===== src/rtl/serial_pattern_pkg.sv =====
// Shared types for the serial pattern transmitter.
//   state_t : transmitter FSM states (IDLE, SHIFT, GAP)
//   RUN_SAT : saturation value of the run-length counter
package serial_pattern_pkg;

  typedef enum logic [1:0] {
    IDLE  = 2'd0,
    SHIFT = 2'd1,
    GAP   = 2'd2
  } state_t;

  localparam logic [1:0] RUN_SAT = 2'd3;

endpackage


===== src/rtl/serial_pattern_tx_if.sv =====
// Frame handshake + serial line bundle for serial_pattern_tx.
//   in_valid/in_ready/in_data/in_len : frame offer handshake
//   ser_out/ser_active               : serial line and payload qualifier
//   frame_done                       : pulse in the last gap cycle
//   match_pred                       : predicted "second consecutive 1" detector output
// master = frame source / line observer, slave = transmitter.
interface serial_pattern_tx_if #(
  parameter int WIDTH = 8,
  parameter int LEN_W = $clog2(WIDTH+1)
);
  logic             in_valid;
  logic             in_ready;
  logic [WIDTH-1:0] in_data;
  logic [LEN_W-1:0] in_len;
  logic             ser_out;
  logic             ser_active;
  logic             frame_done;
  logic             match_pred;

  modport master (
    output in_valid, in_data, in_len,
    input  in_ready, ser_out, ser_active, frame_done, match_pred
  );

  modport slave (
    input  in_valid, in_data, in_len,
    output in_ready, ser_out, ser_active, frame_done, match_pred
  );
endinterface


===== src/rtl/run_length_predictor.sv =====
// Predicts the output of a downstream "second consecutive 1" detector
// watching a serial line.
//   clk, rst_n : clock, async active-low reset
//   ser_out    : observed serial line
//   match_pred : high exactly one cycle after the second 1 of a run
module run_length_predictor
  import serial_pattern_pkg::*;
(
  input  logic clk,
  input  logic rst_n,
  input  logic ser_out,
  output logic match_pred
);

  logic [1:0] run_q, run_d;

  // Saturate so runs longer than two never wrap back to the match value.
  always_comb begin
    run_d = '0;
    if (ser_out) run_d = (run_q == RUN_SAT) ? RUN_SAT : run_q + 2'd1;
  end

  always_ff @(posedge clk or negedge rst_n) begin
    if (!rst_n) run_q <= '0;
    else        run_q <= run_d;
  end

  assign match_pred = (run_q == 2'd2);

endmodule


===== src/rtl/serial_pattern_tx.sv =====
// Serial pattern transmitter: accepts a frame over valid/ready, shifts
// in_len bits out MSB-first, then holds the line low for GAP cycles.
//   clk, rst_n : clock, async active-low reset
//   bus        : serial_pattern_tx_if slave (handshake, serial line,
//                frame_done pulse, match_pred prediction)
// Parameters: WIDTH max frame bits, LEN_W in_len width, GAP (1..255).
module serial_pattern_tx
  import serial_pattern_pkg::*;
#(
  parameter int WIDTH = 8,
  parameter int LEN_W = $clog2(WIDTH+1),
  parameter int GAP   = 2
)(
  input  logic                clk,
  input  logic                rst_n,
  serial_pattern_tx_if.slave  bus
);

  // The GAP parameter shadows the GAP state literal inside this module,
  // so the state is always referenced through the package scope.
  localparam state_t           ST_GAP   = serial_pattern_pkg::GAP;
  localparam logic [LEN_W-1:0] WIDTH_L  = LEN_W'(WIDTH);
  localparam logic [7:0]       GAP_LAST = 8'(GAP - 1);

  state_t           state_q, state_d;
  logic [WIDTH-1:0] sr_q, sr_d;
  logic [LEN_W-1:0] cnt_q, cnt_d;
  logic [7:0]       gcnt_q, gcnt_d;
  logic [LEN_W-1:0] len_c;

  assign len_c = (bus.in_len > WIDTH_L) ? WIDTH_L : bus.in_len;

  always_comb begin
    state_d = state_q;
    sr_d    = sr_q;
    cnt_d   = cnt_q;
    gcnt_d  = gcnt_q;
    unique case (state_q)
      IDLE: begin
        if (bus.in_valid) begin
          // Left-align the payload so bit len-1 leaves first.
          sr_d    = bus.in_data << (WIDTH_L - len_c);
          cnt_d   = len_c;
          gcnt_d  = GAP_LAST;
          state_d = (len_c == '0) ? ST_GAP : SHIFT;
        end
      end
      SHIFT: begin
        sr_d  = sr_q << 1;
        cnt_d = cnt_q - 1'b1;
        if (cnt_q == LEN_W'(1)) begin
          state_d = ST_GAP;
          gcnt_d  = GAP_LAST;
        end
      end
      ST_GAP: begin
        // gcnt counts down to 0; the zero cycle is the last gap cycle.
        if (gcnt_q == '0) state_d = IDLE;
        else              gcnt_d  = gcnt_q - 8'd1;
      end
      default: state_d = IDLE;
    endcase
  end

  always_ff @(posedge clk or negedge rst_n) begin
    if (!rst_n) begin
      state_q <= IDLE;
      sr_q    <= '0;
      cnt_q   <= '0;
      gcnt_q  <= '0;
    end else begin
      state_q <= state_d;
      sr_q    <= sr_d;
      cnt_q   <= cnt_d;
      gcnt_q  <= gcnt_d;
    end
  end

  // All outputs decode registered state only.
  assign bus.in_ready   = (state_q == IDLE);
  assign bus.ser_active = (state_q == SHIFT);
  assign bus.ser_out    = (state_q == SHIFT) & sr_q[WIDTH-1];
  assign bus.frame_done = (state_q == ST_GAP) && (gcnt_q == '0);

  run_length_predictor u_pred (
    .clk        (clk),
    .rst_n      (rst_n),
    .ser_out    (bus.ser_out),
    .match_pred (bus.match_pred)
  );

endmodule


===== src/flat_wrapper.sv =====
// flat-port wrapper written by rule: the top's interface ports become plain ports
module serial_pattern_tx_flat import serial_pattern_pkg::*;
#(
  parameter int WIDTH = 8,
  parameter int LEN_W = $clog2(WIDTH+1),
  parameter int GAP   = 2
)
  (clk, rst_n, bus_in_valid, bus_in_data, bus_in_len, bus_in_ready, bus_ser_out, bus_ser_active, bus_frame_done, bus_match_pred);
  serial_pattern_tx_if #(.WIDTH(WIDTH), .LEN_W(LEN_W)) bus_i ();
  input  logic clk;
  input  logic rst_n;
  input wire logic [$bits(bus_i.in_valid)-1:0] bus_in_valid;
  input wire logic [$bits(bus_i.in_data)-1:0] bus_in_data;
  input wire logic [$bits(bus_i.in_len)-1:0] bus_in_len;
  output wire logic [$bits(bus_i.in_ready)-1:0] bus_in_ready;
  output wire logic [$bits(bus_i.ser_out)-1:0] bus_ser_out;
  output wire logic [$bits(bus_i.ser_active)-1:0] bus_ser_active;
  output wire logic [$bits(bus_i.frame_done)-1:0] bus_frame_done;
  output wire logic [$bits(bus_i.match_pred)-1:0] bus_match_pred;
  assign bus_i.in_valid = bus_in_valid;
  assign bus_i.in_data = bus_in_data;
  assign bus_i.in_len = bus_in_len;
  assign bus_in_ready = bus_i.in_ready;
  assign bus_ser_out = bus_i.ser_out;
  assign bus_ser_active = bus_i.ser_active;
  assign bus_frame_done = bus_i.frame_done;
  assign bus_match_pred = bus_i.match_pred;
  serial_pattern_tx #(.WIDTH(WIDTH), .LEN_W(LEN_W), .GAP(GAP)) u_core (.clk(clk), .rst_n(rst_n), .bus(bus_i));
endmodule

===== config.mk =====
export PLATFORM = sky130hd
export DESIGN_NAME = serial_pattern_tx_flat
export DESIGN_NICKNAME = d
export VERILOG_FILES = /design/src/rtl/serial_pattern_pkg.sv /design/src/rtl/serial_pattern_tx_if.sv /design/src/rtl/run_length_predictor.sv /design/src/rtl/serial_pattern_tx.sv /design/src/flat_wrapper.sv
export SDC_FILE = /design/constraint.sdc
export NUM_CORES = 1
export LEC_CHECK = 0
export CORE_UTILIZATION = 45
export DETAILED_ROUTE_END_ITERATION = 12
export PLACE_DENSITY = 0.79
export SYNTH_ARGS = -nofsm -noshare
export SYNTH_HDL_FRONTEND = slang
export SYNTH_SLANG_ARGS = --single-unit

===== constraint.sdc =====
create_clock -name clk -period 2.3 [get_ports clk]
set_clock_uncertainty 0.15 [all_clocks]
set_input_delay 0.23 -clock clk [delete_from_list [all_inputs] [get_ports clk]]
set_output_delay 0.23 -clock clk [all_outputs]
set_load 0.005 [all_outputs]

==> reports/qor.csv, run 1 <==
metric,value,unit
status,"complete, no violations",
hold_class,primary input to asynchronous set/reset pin,
start_util,0.477,
cellPowerDensity,1020,mW/mm2
grt_pass1_wl,5600,um
fillers,322,
cts.sinks,24,
ant_nets,0,
ctsLongestPathBuffers,2,
clock_latency,0.31,ns
power,2.04,mW
synthCells,176,
hold_viol_final,0,
drive_gt1_frac,0.172,
yosysTopAreaCellShare,0.375,
netlist_top_cells_area,"dfrtp_1 (37%), nor2_1 (5.9%), ha_1 (3.9%)",
syn_to_final_growth,24.6,%
dieArea,0.00380,mm2
wire_per_inst,13.0,um
place_congestion,0.838,
required,1.92,ns
relSlewSlack,0.724,
synth_nets,196,
path_clk_slew,0.13,ns
crit_path_start,u_core.state_q[0],
leakage,0.924,nW
cp_max_fo,4,
ys_async_sr_fraction,1.00,
htree_levels,1,
layout.cells.non_filler,255,
portBuffers,19,
finish.utilization,0.594,
peakVddDrop,576,uV
finalSetupViolations,0,
yosys_warnings,0,
fp.dieW,61.7,um
place_hpwl,2600,um
crit_path_max_incr_delay,0.49,ns
cp_num_buf_inv,2,
routed-via-count,1373,
critPathArrivalTime,1.68,ns
startpoint_type,register,
root_buffer,clkbuf_4,
synth_seq_cells,24,
first_pass_iters,4,
overflow,0,
drc_errors,0,
routed_wl,3320,um
die_h,61.7,um
finalMaxSlewViolations,0,
synthFlopType,dfrtp_1,
io_pins,20,
synthTopCellsByCount,"nor2_1 (25), dfrtp_1 (24), inv_1 (13)",
slowest_stage,clkdlybuf4s50_1,
cp_top_family,buffers and inverters,
grt_antenna_before_repair,0,
synth_most_common_cell,nor2_1,
tightest_slew,0.412,ns
cts_buffers,3,
synth-edff-count,0,
diodes,0,
row_count,21,
synth_area_per_cell,9.11,um2
end_kind,output pin,
drv_cap,0,
cp_cell_sequence,nor2b_2 -> nand2_1 -> inv_1 -> clkdlybuf4s50_1,
finalNetCount,230,
syn_area,0.00160,mm2
worstSetupPathType,register to output pin,
via_per_inst,5.38,
first_iter_violations,41,
synth_top_area_cell,dfrtp_1,
min_period,2.06,ns
clock.fmax,486,MHz
core_area,0.00336,mm2
grt_usage,0.202,
tritoncts,done,
hold_ws,0.110,ns
grt_pass1_vias,1262,
rsz0062_at_grt,no,
synth_cell_type_count,48,
ys_seq_area_frac,0.375,
dp.cells,249,
reg2reg_from,u_core.state_q[0],
finalCritPeriodShare,0.895,
grt_max_degree,25,
## cells in the final DEF (no fill, tap or decap), drive strengths merged, types with 6 or more instances in the layout
cell type / netlist / final
nand3: 8 / 8
a21oi: 11 / 11
nand2: 9 / 9
nor2: 25 / 25
inv: 13 / 13
clkdlybuf4s50: 0 / 18
dfrtp: 24 / 24
nand2b: 6 / 6
mux2i: 6 / 6
o21ai: 10 / 10
buf: 3 / 18
## power by group
part	internal (mW)	total [mW]	switching, mW
Clock	0.0966	0.223	0.126
Sequential	0.581	0.697	0.116
Combinational	0.554	1.12	0.564
## kinds of logic after synthesis
| kind of cell | after synthesis | share of synthesized area |
|---|---|---|
| AOI/OAI and AO/OA | 46 | 0.202 |
| xor gates and xnor gates | 5 | 0.0390 |
| adders and majority gates | 5 | 0.0390 |
| buffers and inverters | 21 | 0.0554 |
| DFF | 24 | 0.375 |
| muxes | 9 | 0.0749 |
| and+or+nand+nor | 66 | 0.215 |
## layer usage
metal,GRT usage,up-vias,routed length (um)
met5,0,-,0
met1,0.273,642,1590
met2,0.339,22,1650
met4,0.0667,0,14
met3,0.0189,2,65
li1,-,707,-
## worst reg2reg max path, delay by kind of cell (launching register included)
| family | cells | cell delay (ns) |
|---|---|---|
| and+or+nand+nor | 3 | 0.83 |
| DFF | 1 | 0.45 |
| AOI/OAI and AO/OA | 2 | 0.35 |
## final timing paths
kind | to | slack, ns | depth (start not counted)
min | u_core.gcnt_q[7] | 0.11 | 2
min reg2reg | u_core.u_pred.run_q[0] | 0.35 | 1
max reg2reg | u_core.gcnt_q[4] | 0.46 | 5
max in group asynchronous | u_core.gcnt_q[4] | 1.65 | 2
max | bus_ser_out | 0.24 | 4
min in group clk | u_core.u_pred.run_q[0] | 0.35 | 1
## registers in the layout, summed over array words and instances (netlist names)
signal / count
u_core.sr_q: 8
u_core.state_q: 2
u_core.gcnt_q: 8
u_core.u_pred.run_q: 2
u_core.cnt_q: 4
## metrics by stage
step / setup slack [ns] / instance area [um2] / setup TNS, ns
after floorplan: 0.0488 / 1600 / 0
after global placement: 0.00296 / 1930 / 0
after detailed placement: -0.0549 / 1930 / -0.0751
after CTS: 0.00413 / 1970 / 0
after global routing: 0.117 / 2000 / 0
final: 0.241 / 2000 / 0
## final cells by class
cell class / count / area, um2 / area share
clock buffers: 4 / 36.3 / 0.0182
inverters: 13 / 48.8 / 0.0244
multi-input cells: 131 / 925 / 0.463
flip-flops and latches: 24 / 602 / 0.301
well taps: 46 / 57.6 / 0.0288
repair buffers: 37 / 328 / 0.164
## repair_timing
item,CTS,global route
endpoints found under the setup margin,0,2
hold buffers,0,0
gates resized for setup,0,4
buffers inserted,0,2
Power figures use the tool's default switching activity.
==> run 2, diff against run 1 <==
SYNTH_HIERARCHICAL = 1   (was default)
==> run 2 against run 1 <==
Final cell count is 7.1% lower. Sequential share of layout area hardly changed. Setup slack worse by 0.11 ns. Via count is 2.3% higher. Utilization is 1.3 points lower. Register-to-register slack worse by 0.19 ns. Global-route usage is 0.33 points lower.
==> reports/qor.csv, run 2 <==
metric,value,unit,change
status,"complete, no violations",,
fillers,320,,-0.62%
min_period,2.17,ns,+0.115 ns
tritoncts,done,,
finalSetupViolations,0,,unchanged
drive_gt1_frac,0.168,,-0.00471
ys_seq_area_frac,0.360,,-0.0152
critPathArrivalTime,1.79,ns,+0.11 ns
peakVddDrop,367,uV,-36%
drc_errors,0,,unchanged
routed_wl,3500,um,+5.4%
grt_pass1_wl,6300,um,+13%
synth_area_per_cell,10.1,um2,+11%
wire_per_inst,14.8,um,+13%
place_congestion,0.855,,+2.1%
synth_most_common_cell,dfrtp_1,,
ctsLongestPathBuffers,2,,unchanged
synth_compound_area_frac,0.243,,+0.0413
finalCritPeriodShare,0.945,,+0.0498
synthFlopType,dfrtp_1,,
diodes,0,,unchanged
final_cell_mix,"dfrtp_1 (22), clkdlybuf4s50_1 (19), a21oi_1 (11), buf_4 (11)",,
die_h,62.9,um,+2.0%
yosys.area_share.adder,0.0449,,+0.00591
first_pass_iters,4,,unchanged
worstSetupPathType,register to output pin,,
synthXorXnorAreaFrac,0.0157,,-0.0233
netlist_top_cells_area,"dfrtp_1 (36%), mux4_2 (5.4%), ha_1 (4.5%)",,
syn_area,0.00167,mm2,+4.2%
dieArea,0.00396,mm2,+4.1%
drv_cap,0,,unchanged
portBuffers,19,,unchanged
synth-edff-count,0,,unchanged
startpoint_type,register,,
tightest_slew,0.411,ns,-0.000873 ns
multiInputGateArea,976,um2,+5.5%
fp.dieW,62.9,um,+2.0%
fin_tns_setup,0,ns,unchanged
start_util,0.485,,+0.00872
synth_top_family_by_area,compound AO/OA/AOI/OAI gates,,
hold_class,primary input to asynchronous set/reset pin,,
rsz0062_at_grt,no,,
place_hpwl,2790,um,+7.3%
io_pins,20,,unchanged
leakage,0.884,nW,-4.4%
synthSimpleGateAreaFrac,0.181,,-0.0342
ys_async_sr_fraction,1.00,,unchanged
regArea,603,um2,+0.21%
row_count,21,,unchanged
core_area,0.00344,mm2,+2.3%
cellPowerDensity,1030,mW/mm2,+0.91%
reg.largest.list,"u_core/gcnt_q x8, u_core/sr_q x8, u_core/cnt_q x4",,
grt_max_degree,25,,unchanged
dp_slack,0.0414,ns,+0.0963 ns
fin_ws,0.126,ns,-0.115 ns
hold_viol_final,0,,unchanged
synthCells,165,,-6.3%
required,1.92,ns,about the same
yosys_warnings,6,,+6
finish.utilization,0.581,,-0.0132
grt_antenna_before_repair,0,,unchanged
relSlewSlack,0.723,,-0.00188
synthTopCellsByCount,"dfrtp_1 (24), a21oi_1 (11), inv_1 (11)",,
yosysTopAreaCellShare,0.360,,-0.0152
root_buffer,clkbuf_8,,
synthMuxAreaShare,0.0966,,+0.0217
hold_buffers,0,,unchanged
routed-via-count,1405,,+2.3%
synth_seq_cells,24,,unchanged
reg2reg_from,u_core/gcnt_q[0],,
synth_nets,186,,-5.1%
cts_buffers,3,,unchanged
overflow,0,,unchanged
cp_max_fo,5,,+1
clock_latency,0.26,ns,-0.05 ns
grt_pass1_vias,1454,,+15%
finalNetCount,214,,-7.0%
end_kind,output pin,,
clock.fmax,460,MHz,-5.3%
cts.sinks,24,,unchanged
htree_levels,1,,unchanged
first_iter_violations,92,,+120%
synth_cell_type_count,54,,+13%
ant_nets,0,,unchanged
rrSetupSlack,0.27,ns,-0.19 ns
grt_usage,0.199,,-0.00333
finalMaxSlewViolations,0,,unchanged
r2r-end,u_core/gcnt_q[5],,
worstRegToRegCells,7,,+2
syn_to_final_growth,19.6,%,
synth_top_area_cell,dfrtp_1,,
path_clk_slew,0.08,ns,-0.05 ns
layout_commonest_cell,dfrtp_1,,
via_per_inst,5.93,,+10%
## run 2: cell count changes after synthesis, sizes merged, moves of 3 or more
cell	before	now
clkbuf	5	2
a22oi	2	5
nand2	9	6
and3b	0	3
o31ai	0	3
nand3	8	2
o41ai	0	3
a31oi	3	0
nor2	25	10
o2111ai	3	0
## run 2: layer usage
layer  global-route usage  vias to the layer above  part of all wire
li1                     -                      674                 -
met1                0.230                      698              0.42
met2                0.366                       31              0.54
met3               0.0255                        2             0.031
met4               0.0756                        0            0.0080
met5                    0                        -                 0
## run 2: how the worst max path moves through the flow
| stage | startpoint | end | slack [ns] |
|---|---|---|---|
| floorplan | u_core/gcnt_q[0] | u_core/gcnt_q[5] | 0.47 |
| global placement | bus_in_len[3] | u_core/sr_q[1] | 0.14 |
| detailed placement | bus_in_len[3] | u_core/sr_q[7] | 0.04 |
| CTS | u_core/gcnt_q[1] | bus_frame_done | 0.02 |
| global route | u_core/gcnt_q[0] | bus_frame_done | 0.03 |
| finish | u_core/gcnt_q[0] | bus_frame_done | 0.13 |
## run 2: logic make-up (layout without fill, tap and decap cells)
family,after synthesis,count (layout)
compound gates,55,55
simple gates,47,47
flops,24,24
buf+inv,19,45
mux,11,11
fa+ha+maj,6,6
xor+xnor,3,3
## run 2: area by class of cell
class | instances | area share
clock buffers | 3 | 0.0207
flip-flops and latches | 24 | 0.302
repair buffers | 30 | 0.137
well taps | 46 | 0.0288
multi-input cells | 122 | 0.488
inverters | 12 | 0.0238
## run 2: worst max-delay path, cell delays in order (launching register included)
cell             delay [ns]
dfrtp_1                0.37
inv_1                  0.14
ha_1                   0.17
nor3b_2                0.19
and3_1                 0.18
clkdlybuf4s50_1        0.49
## run 2: power breakdown
| group | switching, mW | internal [mW] |
|---|---|---|
| registers | 0.177 | 0.578 |
| clock network | 0.124 | 0.117 |
| logic | 0.530 | 0.532 |
| total | 0.831 | 1.23 |
## run 2: what timing repair did
action | 4_1_cts | 5_1_grt
setup buffers | 0 | 0
endpoints found under the setup margin | 1 | 2
cloned | 0 | 0
endpoints found under the hold margin | 0 | 0
resized for setup | 1 | 3
## run 2: stage by stage
step           area (um2)  hold WS, ns  total power [mW]  std cells
6_report             2000        0.175              2.06        237
5_1_grt              2000        0.196              2.23        237
4_1_cts              1990        0.181              2.06        237
3_5_place_dp         1950        0.317              1.81        234
3_3_place_gp         1950        0.308              1.76        234
2_1_floorplan        1670       -0.216              1.47        165
==> variant 1: new RTL, config.mk and constraints of run 2 <==
`WIDTH` is set to 8 in 3 places; all go to 4.
--- a/src/rtl/serial_pattern_tx_if.sv
+++ b/src/rtl/serial_pattern_tx_if.sv
@@ -5,7 +5,7 @@
 //   match_pred                       : predicted "second consecutive 1" detector output
 // master = frame source / line observer, slave = transmitter.
 interface serial_pattern_tx_if #(
-  parameter int WIDTH = 8,
+  parameter int WIDTH = 4,
   parameter int LEN_W = $clog2(WIDTH+1)
 );
   logic             in_valid;
--- a/src/rtl/serial_pattern_tx.sv
+++ b/src/rtl/serial_pattern_tx.sv
@@ -7,7 +7,7 @@
 module serial_pattern_tx
   import serial_pattern_pkg::*;
 #(
-  parameter int WIDTH = 8,
+  parameter int WIDTH = 4,
   parameter int LEN_W = $clog2(WIDTH+1),
   parameter int GAP   = 2
 )(
--- a/src/flat_wrapper.sv
+++ b/src/flat_wrapper.sv
@@ -1,7 +1,7 @@
 // flat-port wrapper written by rule: the top's interface ports become plain ports
 module serial_pattern_tx_flat import serial_pattern_pkg::*;
 #(
-  parameter int WIDTH = 8,
+  parameter int WIDTH = 4,
   parameter int LEN_W = $clog2(WIDTH+1),
   parameter int GAP   = 2
 )
Ports: changed (resized bus_in_data and bus_in_len); port bits go from 20 to 15. The function was not compared with the original's and may differ.
==> variant 1 against run 2 <==
Synthesized cell count fell by 29%; final cell count fell by 31%; via count fell by 33%; largest power group unchanged; routed wire length fell by 39%; core utilization rose by 1.0 points; total power fell by 29%; sequential cell count fell by 5; die area fell by 32%; area after synthesis fell by 33%; non-clock buffer count fell by 12; setup slack got worse by 0.0098 ns; design area fell by 33%.
==> variant 1: results (changes against run 2) <==
Routed met1 length -> 1010 microns (-32%)
Vias in the first global route -> 871 (-40%)
Minimum clock period -> 2.18 ns (+0.00979 ns)
Total Wirelength -> 2130 microns (-39%)
Fill cell count -> 198 (-38%)
Ranking of synthesized cells by area -> dfrtp_1 (43%), ha_1 (6.7%), a21oi_1 (4.5%)
CP max FO -> 4 (-1)
Leakage power -> 0.596 nW (-33%)
Multi-input comb cells -> 86 (-30%)
Dpl hpwl -> 1670 microns (-40%)
Post-synthesis cell type count -> 39 (-28%)
Nets@finish -> 153 (-29%)
Met3 Wirelength -> 76 microns (-31%)
Largest net degree at the start of global routing -> 20 (-20%)
Non-clk buf share -> 12.7% (-1.0 points)
GRT Total Usage -> 18.6% (-1.3 points)
Multi-input gate area in the final layout -> 603 sq um (-38%)
Net Count, Synth -> 133 (-28%)
Non-Clock Buffer Count -> 18 (-40%)
Combinational power share -> 47.8% (-3.8 points)
Peak supply drop -> 0.673 mV (+83%)
Status -> finished, final reports clean
Clock-pin slew on the worst setup and hold paths -> 0.11 ns (+0.03 ns)
Clk network pwr share -> 11.2% (-0.5 points)
Syn Area/Cell -> 9.54 sq um (-5.8%)
Final Cell Area -> 0.00135 sq mm (-33%)
Top Registers -> u_core/gcnt_q: 8 flops, u_core/sr_q: 4 flops, u_core/cnt_q: 3 flops
Clock root cell -> clkbuf_4
Worst slew pin tran -> 0.515 ns (+0.104 ns)
Gp weighted congestion -> 0.837 (-2.2%)
Global-route wire length before repair -> 3660 microns (-42%)
#FFs+latches synth -> 19 (-21%)
Post-synthesis sequential area ratio -> 42.6% (+6.6 points)
Final clock-cell share -> 2.05% (-0.020 points)
Commonest cells post-synth -> dfrtp_1 (19), a21oi_1 (10), inv_1 (9), nor2_1 (7)
Port Buffer Count -> 14 (-5)
Placed inst area -> 0.00131 sq mm (-33%)
Total area of sequential cells -> 475 sq um (-21%)
Routed met2 length -> 1020 microns (-46%)
Net Sw Power -> 600 uW (-28%)
Reg2reg setup slack -> 0.51 ns (+0.24 ns)
Layout cells sized above 1 -> 13.2% (-3.5 points)
-- variant 1: cell types whose count changed in the layout (fill, tap and decap cells not counted), sizes merged, moves of 4 or more --
cell	before	now
a22oi	5	1
buf	11	4
clkdlybuf4s50	19	14
mux4	4	0
dfrtp	24	19
nand3	2	6
o21ai	8	3
-- variant 1: layer usage --
layer	global-route usage, %	vias up
met5	0	-
met2	30.1	21
met3	5.26	4
met1	24.2	444
li1	-	468
met4	4.95	0
-- variant 1: logic make-up after synthesis --
family	synth area share (%)
and+or+nand+nor	21.6
AOI/OAI and AO/OA	20.0
DFF	42.6
buffers and inverters	4.37
adders and majority gates	6.73
muxes	4.71
-- variant 1: worst max-delay path, cell delays in order, from the launching register on --
cell and delay, ns:
dfrtp_1 0.43, inv_2 0.08, ha_2 0.18, nor4b_2 0.17, and3_1 0.17, clkdlybuf4s50_1 0.49
-- variant 1: worst min path at each step --
stage                                startpoint                               end  slack [ns]  cells after the start
2_1_floorplan                             rst_n       u_core/cnt_q[0]$_DFFE_PN0P_       -0.22                      0
3_3_place_gp   u_core/u_pred/run_q[0]$_DFF_PN0_  u_core/u_pred/run_q[0]$_DFF_PN0_        0.31                      1
3_5_place_dp   u_core/u_pred/run_q[0]$_DFF_PN0_  u_core/u_pred/run_q[0]$_DFF_PN0_        0.32                      1
4_1_cts                                   rst_n        u_core/sr_q[1]$_DFFE_PN0P_         0.1                      2
5_1_grt                                   rst_n        u_core/sr_q[1]$_DFFE_PN0P_        0.11                      2
6_report                                  rst_n        u_core/sr_q[1]$_DFFE_PN0P_         0.1                      2
==> variant 2: new RTL, settings of run 2 <==
Made on the original files. `sr_q` no longer has a reset.
--- a/src/rtl/serial_pattern_tx.sv
+++ b/src/rtl/serial_pattern_tx.sv
@@ -65,15 +65,17 @@
   always_ff @(posedge clk or negedge rst_n) begin
     if (!rst_n) begin
       state_q <= IDLE;
-      sr_q    <= '0;
       cnt_q   <= '0;
       gcnt_q  <= '0;
     end else begin
       state_q <= state_d;
-      sr_q    <= sr_d;
       cnt_q   <= cnt_d;
       gcnt_q  <= gcnt_d;
     end
+  end
+
+  always_ff @(posedge clk) begin
+    sr_q <= sr_d;
   end
 
   // All outputs decode registered state only.
Function: no difference found for any inputs over 10 cycles, from zero or initial values and one cycle with rst_n low; that may be too few to reach the edited logic, so the function may still have changed.
==> variant 2 against run 2 <==
Area after synthesis down 11%; fmax fell by 0.80%; setup slack got worse by 0.018 ns; non-clock buffer count increased by 8; routed wire length decreased by 4.2%; critical endpoint is now bus_ser_out; sequential share of layout area increased by 3.9 points; total power increased by 5.4%; clock power fell by 21%; design area decreased by 5.7%; sequential cell count unchanged.
==> variant 2: results (changes against run 2) <==
Peak supply drop -> 0.592 mV (+61%)
Crit path capture -> bus_ser_out
Syn Area/Cell -> 9.33 sq um (-7.8%)
Placed inst area -> 0.00180 sq mm (-7.5%)
Status -> finished, final reports clean
Vias per cell -> 5.45 (-8.1%)
Critical path arrival -> 1.81 ns (+0.02 ns)
Reg2Reg Depth -> 9 (+2)
CP max FO -> 7 (+2)
Reg-to-Reg Start -> u_core/gcnt_q[1]$_DFFE_PN0P_
Ranking of synthesized cells by area -> dfrtp_1 (27%), edfxtp_1 (16%), mux2i_1 (6.0%)
Largest net degree at the start of global routing -> 17 (-32%)
WHS -> 0.180 ns (+0.00526 ns)
Leakage power -> 0.807 nW (-8.7%)
Nets@finish -> 218 (+1.9%)
Post-synthesis sequential area ratio -> 42.9% (+7.0 points)
Placed insts -> 229 (-2.1%)
Commonest cells post-synth -> nor2_1 (17), dfrtp_1 (16), nand2_1 (16), o21ai_0 (11)
Post-synth EDFFs -> 8 (+8)
Async S/R FF share, synth -> 66.7% (-33 points)
Layout cells sized above 1 -> 14.8% (-2.0 points)
Global-route wire length before repair -> 5690 microns (-9.6%)
Net Count, Synth -> 181 (-2.7%)
Final setup margin -> 0.108 ns (-0.0176 ns)
Total Wirelength -> 3350 microns (-4.2%)
Vias post-DR -> 1307 (-7.0%)
Fill cell count -> 283 (-12%)
==> variant 2: report_power, final <==
part	internal [mW]	total [mW]	switching [mW]
registers	0.671	0.812	0.140
logic	0.577	1.17	0.589
clock network	0.0676	0.190	0.122
==> variant 2: cells by family (layout without fill, tap and decap cells) <==
family	Yosys count	in the layout	synth area share, %
fa+ha+maj	6	6	5.03
flops	24	24	42.9
mux	11	11	8.30
simple gates	65	65	22.4
buf+inv	15	51	3.94
xor+xnor	4	4	2.35
compound gates	35	35	15.1
==> variant 2: cell type report <==
| class | instances | area share [%] |
|---|---|---|
| clock buffers | 4 | 1.39 |
| inverters | 9 | 1.79 |
| multi-input cells | 121 | 42.2 |
| flip-flops and latches | 24 | 34.1 |
| well taps | 44 | 2.92 |
| repair buffers | 38 | 17.6 |
==> variant 2: worst max-delay path: cells and delay by family (launching register included) <==
kind	cells	cell delay (ns)
buf+inv	2	0.63
flops	1	0.45
simple gates	2	0.41
==> variant 2: per-stage QoR <==
| step | util [%] | power (mW) | setup TNS, ns |
|---|---|---|---|
| 5_1_grt | 60.7 | 2.35 | 0 |
| 4_1_cts | 60.1 | 2.13 | 0 |
| 2_1_floorplan | - | 1.49 | 0 |
| 3_5_place_dp | 58.1 | 1.86 | -0.121 |
| 6_report | 60.7 | 2.17 | 0 |
| 3_3_place_gp | 58.1 | 1.80 | 0 |
==> variant 2: repair_timing <==
item | in CTS | in global routing
pin swaps | 2 | 0
gates resized for setup | 2 | 2
buffers inserted | 5 | 2
setup endpoints to repair | 2 | 1
==> variant 2: routing by layer <==
layer  global-route usage [%]  up-vias  part of all wire, %  wire, microns
met5                        0        -                    0              0
met4                     8.64        0                  1.4             48
met3                     3.28        5                  4.0            133
met2                     34.8       37                   50           1660
met1                     29.0      618                   45           1510
li1                         -      647                    -              -
